### src/rtl/gcd_farm.sv
`default_nettype none
// ============================================================================
//  Module   : gcd_farm
//  Purpose  : Multi-engine subtractive GCD accelerator. Jobs are issued
//             round-robin into N engines, one per cycle. Results are returned
//             strictly in issue order on a single q/rdy port. ovf is a sticky
//             flag that records any dropped job.
//  Revision : 1.0  initial release
// ============================================================================
module gcd_farm #(
    parameter int W = 8,
    parameter int N = 4
) (
    input  logic                   clk,
    input  logic                   reset,
    input  logic [W-1:0]           a,
    input  logic [W-1:0]           b,
    input  logic                   ld,
    output logic                   busy,
    output logic [W-1:0]           q,
    output logic                   rdy,
    output logic                   ovf,
    output logic [$clog2(N+1)-1:0] inflight
);

    localparam int              c_PW   = $clog2(N);
    localparam int              c_CW   = $clog2(N+1);
    localparam logic [c_PW-1:0] c_LAST = c_PW'(N-1);

    localparam logic [1:0] c_IDLE = 2'd0;
    localparam logic [1:0] c_RUN  = 2'd1;
    localparam logic [1:0] c_DONE = 2'd2;

    // Per-engine state and result, gathered from the engine instances
    logic [1:0]      w_st  [N];
    logic [W-1:0]    w_res [N];

    logic [c_PW-1:0] r_head;
    logic [c_PW-1:0] r_tail;
    logic [W-1:0]    r_q;
    logic            r_rdy;
    logic            r_ovf;
    logic [c_CW-1:0] r_inflight;

    logic            w_busy;
    logic            w_acc;
    logic            w_dlv;

    // busy depends only on the registered state of the engine at tail, so an
    // engine freed on this edge can take a new job on the following edge
    assign w_busy = (w_st[r_tail] != c_IDLE);
    assign w_acc  = ld & ~w_busy;
    assign w_dlv  = (w_st[r_head] == c_DONE);

    genvar gi;
    generate
        for (gi = 0; gi < N; gi++) begin : g_eng
            localparam logic [c_PW-1:0] c_ID = c_PW'(gi);

            logic [1:0]   r_st;
            logic [W-1:0] r_x;
            logic [W-1:0] r_y;
            logic [W-1:0] r_res;

            // Engine FSM: load on issue, subtract until done, then hold the
            // result until the head pointer collects it
            always_ff @(posedge clk) begin
                if (reset) begin
                    r_st  <= c_IDLE;
                    r_x   <= '0;
                    r_y   <= '0;
                    r_res <= '0;
                end else begin
                    case (r_st)
                        c_IDLE: begin
                            if (w_acc && (r_tail == c_ID)) begin
                                r_x  <= a;
                                r_y  <= b;
                                r_st <= c_RUN;
                            end
                        end
                        c_RUN: begin
                            if (r_x == '0) begin
                                r_res <= r_y;
                                r_st  <= c_DONE;
                            end else if (r_y == '0) begin
                                r_res <= r_x;
                                r_st  <= c_DONE;
                            end else if (r_x == r_y) begin
                                r_res <= r_x;
                                r_st  <= c_DONE;
                            end else if (r_x > r_y) begin
                                r_x <= r_x - r_y;
                            end else begin
                                r_y <= r_y - r_x;
                            end
                        end
                        c_DONE: begin
                            if (w_dlv && (r_head == c_ID)) begin
                                r_st <= c_IDLE;
                            end
                        end
                        default: r_st <= c_IDLE;
                    endcase
                end
            end

            assign w_st[gi]  = r_st;
            assign w_res[gi] = r_res;
        end
    endgenerate

    // Issue/delivery pointers, in-order output register, overrun flag and
    // occupancy counter
    always_ff @(posedge clk) begin
        if (reset) begin
            r_head     <= '0;
            r_tail     <= '0;
            r_q        <= '0;
            r_rdy      <= 1'b0;
            r_ovf      <= 1'b0;
            r_inflight <= '0;
        end else begin
            if (w_acc) begin
                r_tail <= (r_tail == c_LAST) ? '0 : r_tail + 1'b1;
            end
            if (ld && w_busy) begin
                r_ovf <= 1'b1;
            end
            if (w_dlv) begin
                r_q    <= w_res[r_head];
                r_rdy  <= 1'b1;
                r_head <= (r_head == c_LAST) ? '0 : r_head + 1'b1;
            end else begin
                r_rdy  <= 1'b0;
            end
            case ({w_acc, w_dlv})
                2'b10:   r_inflight <= r_inflight + 1'b1;
                2'b01:   r_inflight <= r_inflight - 1'b1;
                default: r_inflight <= r_inflight;
            endcase
        end
    end

    assign busy     = w_busy;
    assign q        = r_q;
    assign rdy      = r_rdy;
    assign ovf      = r_ovf;
    assign inflight = r_inflight;

endmodule
`default_nettype wire

### config.mk
export PLATFORM = sky130hd
export DESIGN_NAME = gcd_farm
export DESIGN_NICKNAME = d
export VERILOG_FILES = /design/src/rtl/gcd_farm.sv
export SDC_FILE = /design/constraint.sdc
export NUM_CORES = 1
export LEC_CHECK = 0
export ABC_AREA = 1
export BUFFER_PORTS_ARGS = -buffer_cell sky130_fd_sc_hd__buf_4
export CAP_MARGIN = 20
export CORE_MARGIN = 1.5
export CORE_UTILIZATION = 57
export CTS_CLUSTER_SIZE = 28
export DETAILED_ROUTE_END_ITERATION = 6
export PLACE_DENSITY = 0.77
export REMOVE_ABC_BUFFERS = 1
export SLEW_MARGIN = 10
export SYNTH_ARGS = -nofsm -noshare
export SYNTH_HDL_FRONTEND = slang
export SYNTH_SLANG_ARGS = --single-unit
### constraint.sdc
create_clock -name clk -period 2.1 [get_ports clk]
set_clock_uncertainty 0.1 [all_clocks]
set_input_delay 0.105 -clock clk [delete_from_list [all_inputs] [get_ports clk]]
set_output_delay 0.105 -clock clk [all_outputs]
set_load 0.05 [all_outputs]
Word-level counts from Yosys, hierarchy flattened
Cells that the tools add are included.
{"block": "word_totals", "elab_cells": 243, "out_inout_bits": 14, "reg_bits": 121, "input_bits": 19}
{"block": "op_classes", "addsub": 12, "magnitude_cmp": 6, "eq_ne": 53, "n_bitwise": 4, "n_mux": 97, "n_reduce_logical": 49}
{"op": "$mux W8", "n": 54}
{"op": "$pmux W8 S2", "n": 8}
{"op": "$logic_not A8 Y1", "n": 8}
{"op": "$sub A8 B8 Y8", "n": 8}
{"op": "$ne A2 B2 Y1 const B", "n": 28}
{"op": "$mux W2", "n": 26}
{"op": "$reduce_and A6 Y1", "n": 8}
{"op": "$eq A8 B8 Y1", "n": 4}
{"op": "$gt A8 B8 Y1", "n": 4}
{"op": "$pmux W2 S3", "n": 4}
{"op": "$eq A2 B2 Y1 const B", "n": 10}
{"op": "$bmux W8 S2", "n": 1}
{"op": "$ne A4 B4 Y1 const B", "n": 4}
{"op": "$eq A2 B1 Y1 const B", "n": 7}
{"op": "$logic_not A2 Y1", "n": 6}
{"op": "$reduce_and A3 Y1", "n": 4}
{"op": "$reduce_bool A2 Y1", "n": 6}
{"op": "$reduce_bool A3 Y1", "n": 4}
{"op": "$logic_and A1 B1 Y1", "n": 9}
{"op": "$bmux W2 S2", "n": 2}
{"op": "$reduce_and A2 Y1", "n": 4}
{"op": "$ge A3 B3 Y1 const B", "n": 2}
{"op": "$not A2 Y3", "n": 2}
{"op": "$pmux W3 S2", "n": 1}
{"op": "other kinds (6)", "n": 7}

Logic depth before layout (Yosys ltp)
{"block": "depth", "depth_word": 10, "ltp_mapped": 16, "ltp_nobuf": 14}

Worst setup path after synthesis
No wires, ideal clock.
{"block": "synth_timing", "path_type": "reg2reg", "startpoint": "register r_head[0]", "endpoint": "register r_inflight[2] (netlist: inflight[2])", "required_time_ps": 1856, "setup_ps": 144, "synth_period_minus_slack_ps": 2376, "stages_incl_launch_ff": 11, "slack_ps": -276, "arrival_ps": 2132, "path_buffers": 2, "cell_sequence": "dfxtp_1 clkbuf_1 inv_1 o211ai_1 nand2_1 clkbuf_1 ha_1 fa_1 o21a_1 o21ai_0 a21oi_1"}
{"block": "synth_between", "elab_chain_len": 7, "elab_cells_between_ends": 9, "classes_between": "eq/ne (3); mux (4); bitwise (1); reduce/logical (1)"}
{"item": "from (decl)", "line_no": "38", "text": "logic [c_PW-1:0] r_head;"}
{"item": "from (signal assigned)", "line_no": "133", "text": "r_head <= (r_head == c_LAST) ? '0 : r_head + 1'b1;"}
{"item": "$not A2 Y3 (implied by the code) (*)", "line_no": "53", "text": "assign w_dlv = (w_st[r_head] == c_DONE);"}
{"item": "$bmux W2 S2 (*)", "line_no": "53"}
{"item": "$mux W2 (implied by the code) (*) (2 in series)", "line_no": "53"}
{"item": "$eq A2 B2 Y1 (*)", "line_no": "53"}
{"item": "net w_dlv", "line_no": "47", "text": "logic w_dlv;"}
{"item": "$eq A2 B1 Y1 or $eq A2 B2 Y1 (tied branches)", "line_no": "137", "text": "case ({w_acc, w_dlv})"}
{"item": "$pmux W3 S2 or $reduce_bool A2 Y1 (tied branches)"}
{"item": "to (signal assigned)", "line_no": "138", "text": "2'b10: r_inflight <= r_inflight + 1'b1;"}
{"item": "to (signal assigned)", "line_no": "139", "text": "2'b01: r_inflight <= r_inflight - 1'b1;"}
{"item": "to (signal assigned)", "line_no": "140", "text": "default: r_inflight <= r_inflight;"}
{"item": "to (decl)", "line_no": "43", "text": "logic [c_CW-1:0] r_inflight;"}
Mark *: on every way through the listed nets, which the timed path passes. The rest lies on a longest branch. The select of a mux whose other input is x is not followed.
A chain may end at the register's enable or synchronous reset.

Worst setup path after layout
{"block": "layout_timing", "startpoint": "register g_eng[1].r_x[4]", "endpoint": "register g_eng[1].r_y[2]"}
{"block": "layout_between", "elab_chain_len": 3, "elab_cells_between_ends": 7, "classes_between": "order compare (1); eq/ne (4); reduce/logical (2)"}
{"item": "from (decl)", "line_no": "61", "text": "logic [W-1:0] r_x;"}
{"item": "from (signal assigned)", "line_no": "93", "text": "r_x <= r_x - r_y;"}
{"item": "$gt A8 B8 Y1 (tied with other cells)", "line_no": "92", "text": "end else if (r_x > r_y) begin"}
{"item": "$ne A2 B2 Y1 (no line)"}
{"item": "$reduce_and A6 Y1 (no line) (*)"}
{"item": "to (signal assigned)", "line_no": "95", "text": "r_y <= r_y - r_x;"}
{"item": "to (decl)", "line_no": "62", "text": "logic [W-1:0] r_y;"}
Mark *: on every way between the ends. The rest lies on a longest branch, timed or not.

==> summary.md <==
| Metric | Value |
|---|---|
| Die H | `128 microns` |
| Placed insts | `1690` |
| Crit-path slowest cell | `dfxtp_1` |
| CP Cell Sequence | `inv_1, ha_4, nand2_2, nor2_2, a21oi_2, a21oi_4, nand3_4, clkbuf_16, nor2_1, nor2_1` |
| Flops & latches, synth | `121` |
| Pins over their slew limit | `0` |
| Port Buf Inserts | `32` |
| Final hold slack | `0.0315 ns` |
| CP peak stage delay | `about 0.38 ns` |
| Worst skew pair latency | `0.42 ns` |
| Slew HR | `0.599` |
| Arr. time, crit path | `2.35 ns` |
| Final Hold Viols | `0` |
| DRT iter0 DRCs | `slightly above 1000` |
| FF+latch area | `about 2500 sq um` |
| H-tree levels | `4` |
| Gr usage total | `0.338` |
| FP Rows | `45` |
| TritonCTS clock tree | `done` |
| Fill count | `approximately 1100` |
| Mapped Area | `approximately 9000 sq um` |
| Starting density of the core | `0.583` |
| Clock-pin slew on the worst setup and hold paths | `0.06 ns` |
| Largest net degree at the start of global routing | `58` |
| Synthesis-to-finish area growth | `30.4%` |
| Avg Cell Area, Syn | `6.27 sq um` |
| Area of the multi-input gates | `around 6200 sq um` |
| First-pass GRT wire length | `43000 microns` |
| Status | `finished with violations` |
| Synth Warn # | `0` |
| Root Driver | `clkbuf_16` |
| Setup crit start kind | `register` |
| Tmin final | `2.15 ns` |
| Post-DP HPWL | `19600 microns` |
| Via density | `5.67` |
| Worst Path Required | `between 2 and 2.5 ns` |
| Top FF cell, synth | `dfxtp_1` |
| Initial antenna violation count | `1` |
| # Max-Cap Violations | `0` |
| ANT cells | `0` |
| Mapped Cells | `1414` |
| Longest Clk Path Bufs | `2` |
| Antenna-violating nets left | `0` |
| Library cells used by synthesis | `45` |
| Post-synthesis sequential area ratio | `0.273` |
| Fin crit share | `1.02` |
| Die ar. | `16300 sq um` |
| Detailed-route wire length per cell | `16.9 microns` |
| Final cell count without fillers | `approximately 1700` |
| Nets@finish | `1641` |
| CP Class | `register to register` |
| GR Overflow Total | `0` |
| Worst-path fanout max | `7` |
| # IOs | `33` |
| Asr flop ratio synth | `0` |
| EDFF count, synth | `0` |
| Worst slew pin tran | `0.595 ns` |
| Routability cong. | `0.948` |
| Hold Path Class | `primary input to register` |
| CTS sink cnt | `between 100 and 150` |
| RSZ-0062 raised after global routing | `true` |
| Die W | `128 microns` |
| Total routed wirelength | `29600 microns` |
| Drt pass-1 iters | `6` |
| DR vias | `~9900` |
| Layout cells sized above 1 | `0.255` |
| Failing checks | `setup timing` |
| Core area | `between 15000 and 20000 sq um` |
| Fmax | `465 MHz` |
| Final Setup Violations | `16` |
| Most used cell, CP | `nor2_1` |
| Drt drc | `0` |
| Critical Path Sink Type | `register` |
| Vias in the first global route | `~8800` |
| Final WS setup | `-0.0504 ns` |
| Total CTS buffers | `17` |
==> synth_stat cells, types with 2 or more instances <==
| library cell | count | share of area |
|---|---|---|
| nand2_1 | 361 | 0.15 |
| o21a_1 | 6 | 0.0051 |
| o21bai_1 | 5 | 0.0042 |
| nor3_1 | 2 | 0.0011 |
| buf_1 | 2 | 0.00085 |
| nor2_4 | 3 | 0.0038 |
| dfxtp_1 | 121 | 0.27 |
| a21o_1 | 6 | 0.0051 |
| o211ai_1 | 4 | 0.0034 |
| nand2_2 | 5 | 0.0035 |
| inv_1 | 171 | 0.072 |
| nor2_1 | 214 | 0.091 |
| nand3_2 | 5 | 0.0056 |
| nand4_1 | 12 | 0.0085 |
| a21oi_2 | 2 | 0.0020 |
| xnor2_1 | 3 | 0.0030 |
| fa_1 | 9 | 0.020 |
| a21oi_1 | 125 | 0.071 |
| buf_6 | 2 | 0.0025 |
| buf_2 | 17 | 0.0096 |
| xor2_1 | 5 | 0.0049 |
| nor2b_1 | 2 | 0.0014 |
| clkbuf_2 | 2 | 0.0011 |
| nand3_1 | 64 | 0.036 |
| a31oi_1 | 11 | 0.0078 |
| nand3b_1 | 9 | 0.0076 |
| a21boi_0 | 2 | 0.0017 |
| o21ai_0 | 119 | 0.067 |
| buf_4 | 2 | 0.0017 |
| inv_2 | 4 | 0.0017 |
| ha_1 | 69 | 0.097 |
| clkbuf_1 | 23 | 0.0097 |
| a211oi_1 | 5 | 0.0042 |
| nor2_2 | 4 | 0.0028 |
| or2_2 | 8 | 0.0056 |
==> layout by cell type, fill, tap and decap left out, types with 7 or more instances in the layout <==
cell and n:
clkbuf_16 20, dfxtp_2 22, buf_4 141, nand3_1 58, nand2_1 305, nand4_1 12, fa_2 9, nand3_2 7
nand3b_1 9, ha_4 19, a21oi_2 12, inv_2 26, o21ai_0 110, ha_1 47, a31oi_1 11, nand2_4 13
nand2_2 49, or2_2 8, dfxtp_1 94, nor2_2 20, nor2_1 195, inv_1 145, o21ai_1 10, a21oi_1 114
==> metrics by stage <==
stage / utilization / setup WS (ns) / setup TNS, ns / cell area [sq um]
floorplan: - / -0.716 / -6.44 / 8630
global placement: 0.655 / -0.0594 / -0.493 / 9950
detailed placement: 0.655 / -0.0662 / -0.810 / 9950
CTS: 0.704 / 0.00430 / 0 / 10700
global route: 0.760 / -0.126 / -2.90 / 11600
finish: 0.760 / -0.0504 / -0.292 / 11600
==> critical path, delay by kind of cell, from the launching register on <==
kind            cells  cell delay [ns]
compound gates      2             0.35
fa+ha+maj           1             0.29
buf+inv             2             0.32
flops               1             0.38
simple gates        5             0.60
==> kinds of logic (layout without fill, tap and decap cells) <==
logic type | after synthesis | count (layout) | synth area share
DFF | 121 | 121 | 0.273
and+or+nand+nor | 690 | 691 | 0.322
muxes | 1 | 1 | 0.00113
AOI/OAI and AO/OA | 291 | 291 | 0.177
xor gates and xnor gates | 8 | 8 | 0.00791
adders and majority gates | 78 | 78 | 0.118
buffers and inverters | 225 | 367 | 0.101
==> layer usage <==
metal  part of all wire  GRT usage  wire length, microns  vias to the layer above
li1                   -          -                     -                     4787
met1               0.41      0.433                 12100                     4530
met2               0.46      0.560                 13700                      480
met3              0.087     0.0639                  2580                       98
met4              0.041      0.142                  1210                        2
met5            0.00027          0                     8                        -
==> what timing repair did <==
item,4_1_cts,5_1_grt
buffers inserted,0,14
pin swaps,2,49
hold endpoints to repair,17,0
hold buffers,4,0
setup endpoints to repair,51,91
gates resized for setup,19,208
gates cloned,0,5
==> flip-flops by register name, indices dropped and copies added, names as in the netlist <==
name         count
g_eng.r_res     32
g_eng.r_x       32
g_eng.r_y       32
g_eng.r_st       8
q                8
inflight         3
r_head           2
r_tail           2
ovf              1
rdy              1
==> final timing paths <==
path                                   from                              to  slack [ns]  depth (start not counted)
max            g_eng[1].r_x[4]$_SDFFE_PP0P_    g_eng[1].r_y[2]$_SDFFE_PP0P_       -0.05                         10
min                                    b[7]    g_eng[1].r_y[7]$_SDFFE_PP0P_        0.03                          5
max reg2reg    g_eng[1].r_x[4]$_SDFFE_PP0P_    g_eng[1].r_y[2]$_SDFFE_PP0P_       -0.05                         10
min reg2reg  g_eng[3].r_res[3]$_SDFFE_PP0P_  g_eng[3].r_res[3]$_SDFFE_PP0P_        0.36                          2
==> final cells by class <==
type | count | share of cell area
Clock inverter | 8 | 0.0121
Inverter | 177 | 0.0587
Multi-Input combinational cell | 1069 | 0.538
Sequential cell | 121 | 0.214
Timing Repair inverter | 1 | 0.000650
Tap cell | 188 | 0.0204
Timing Repair Buffer | 157 | 0.114
Clock buffer | 24 | 0.0426
Power is not shown: default switching activity piles up to over one toggle a cycle in this logic, so the estimate is an artifact.
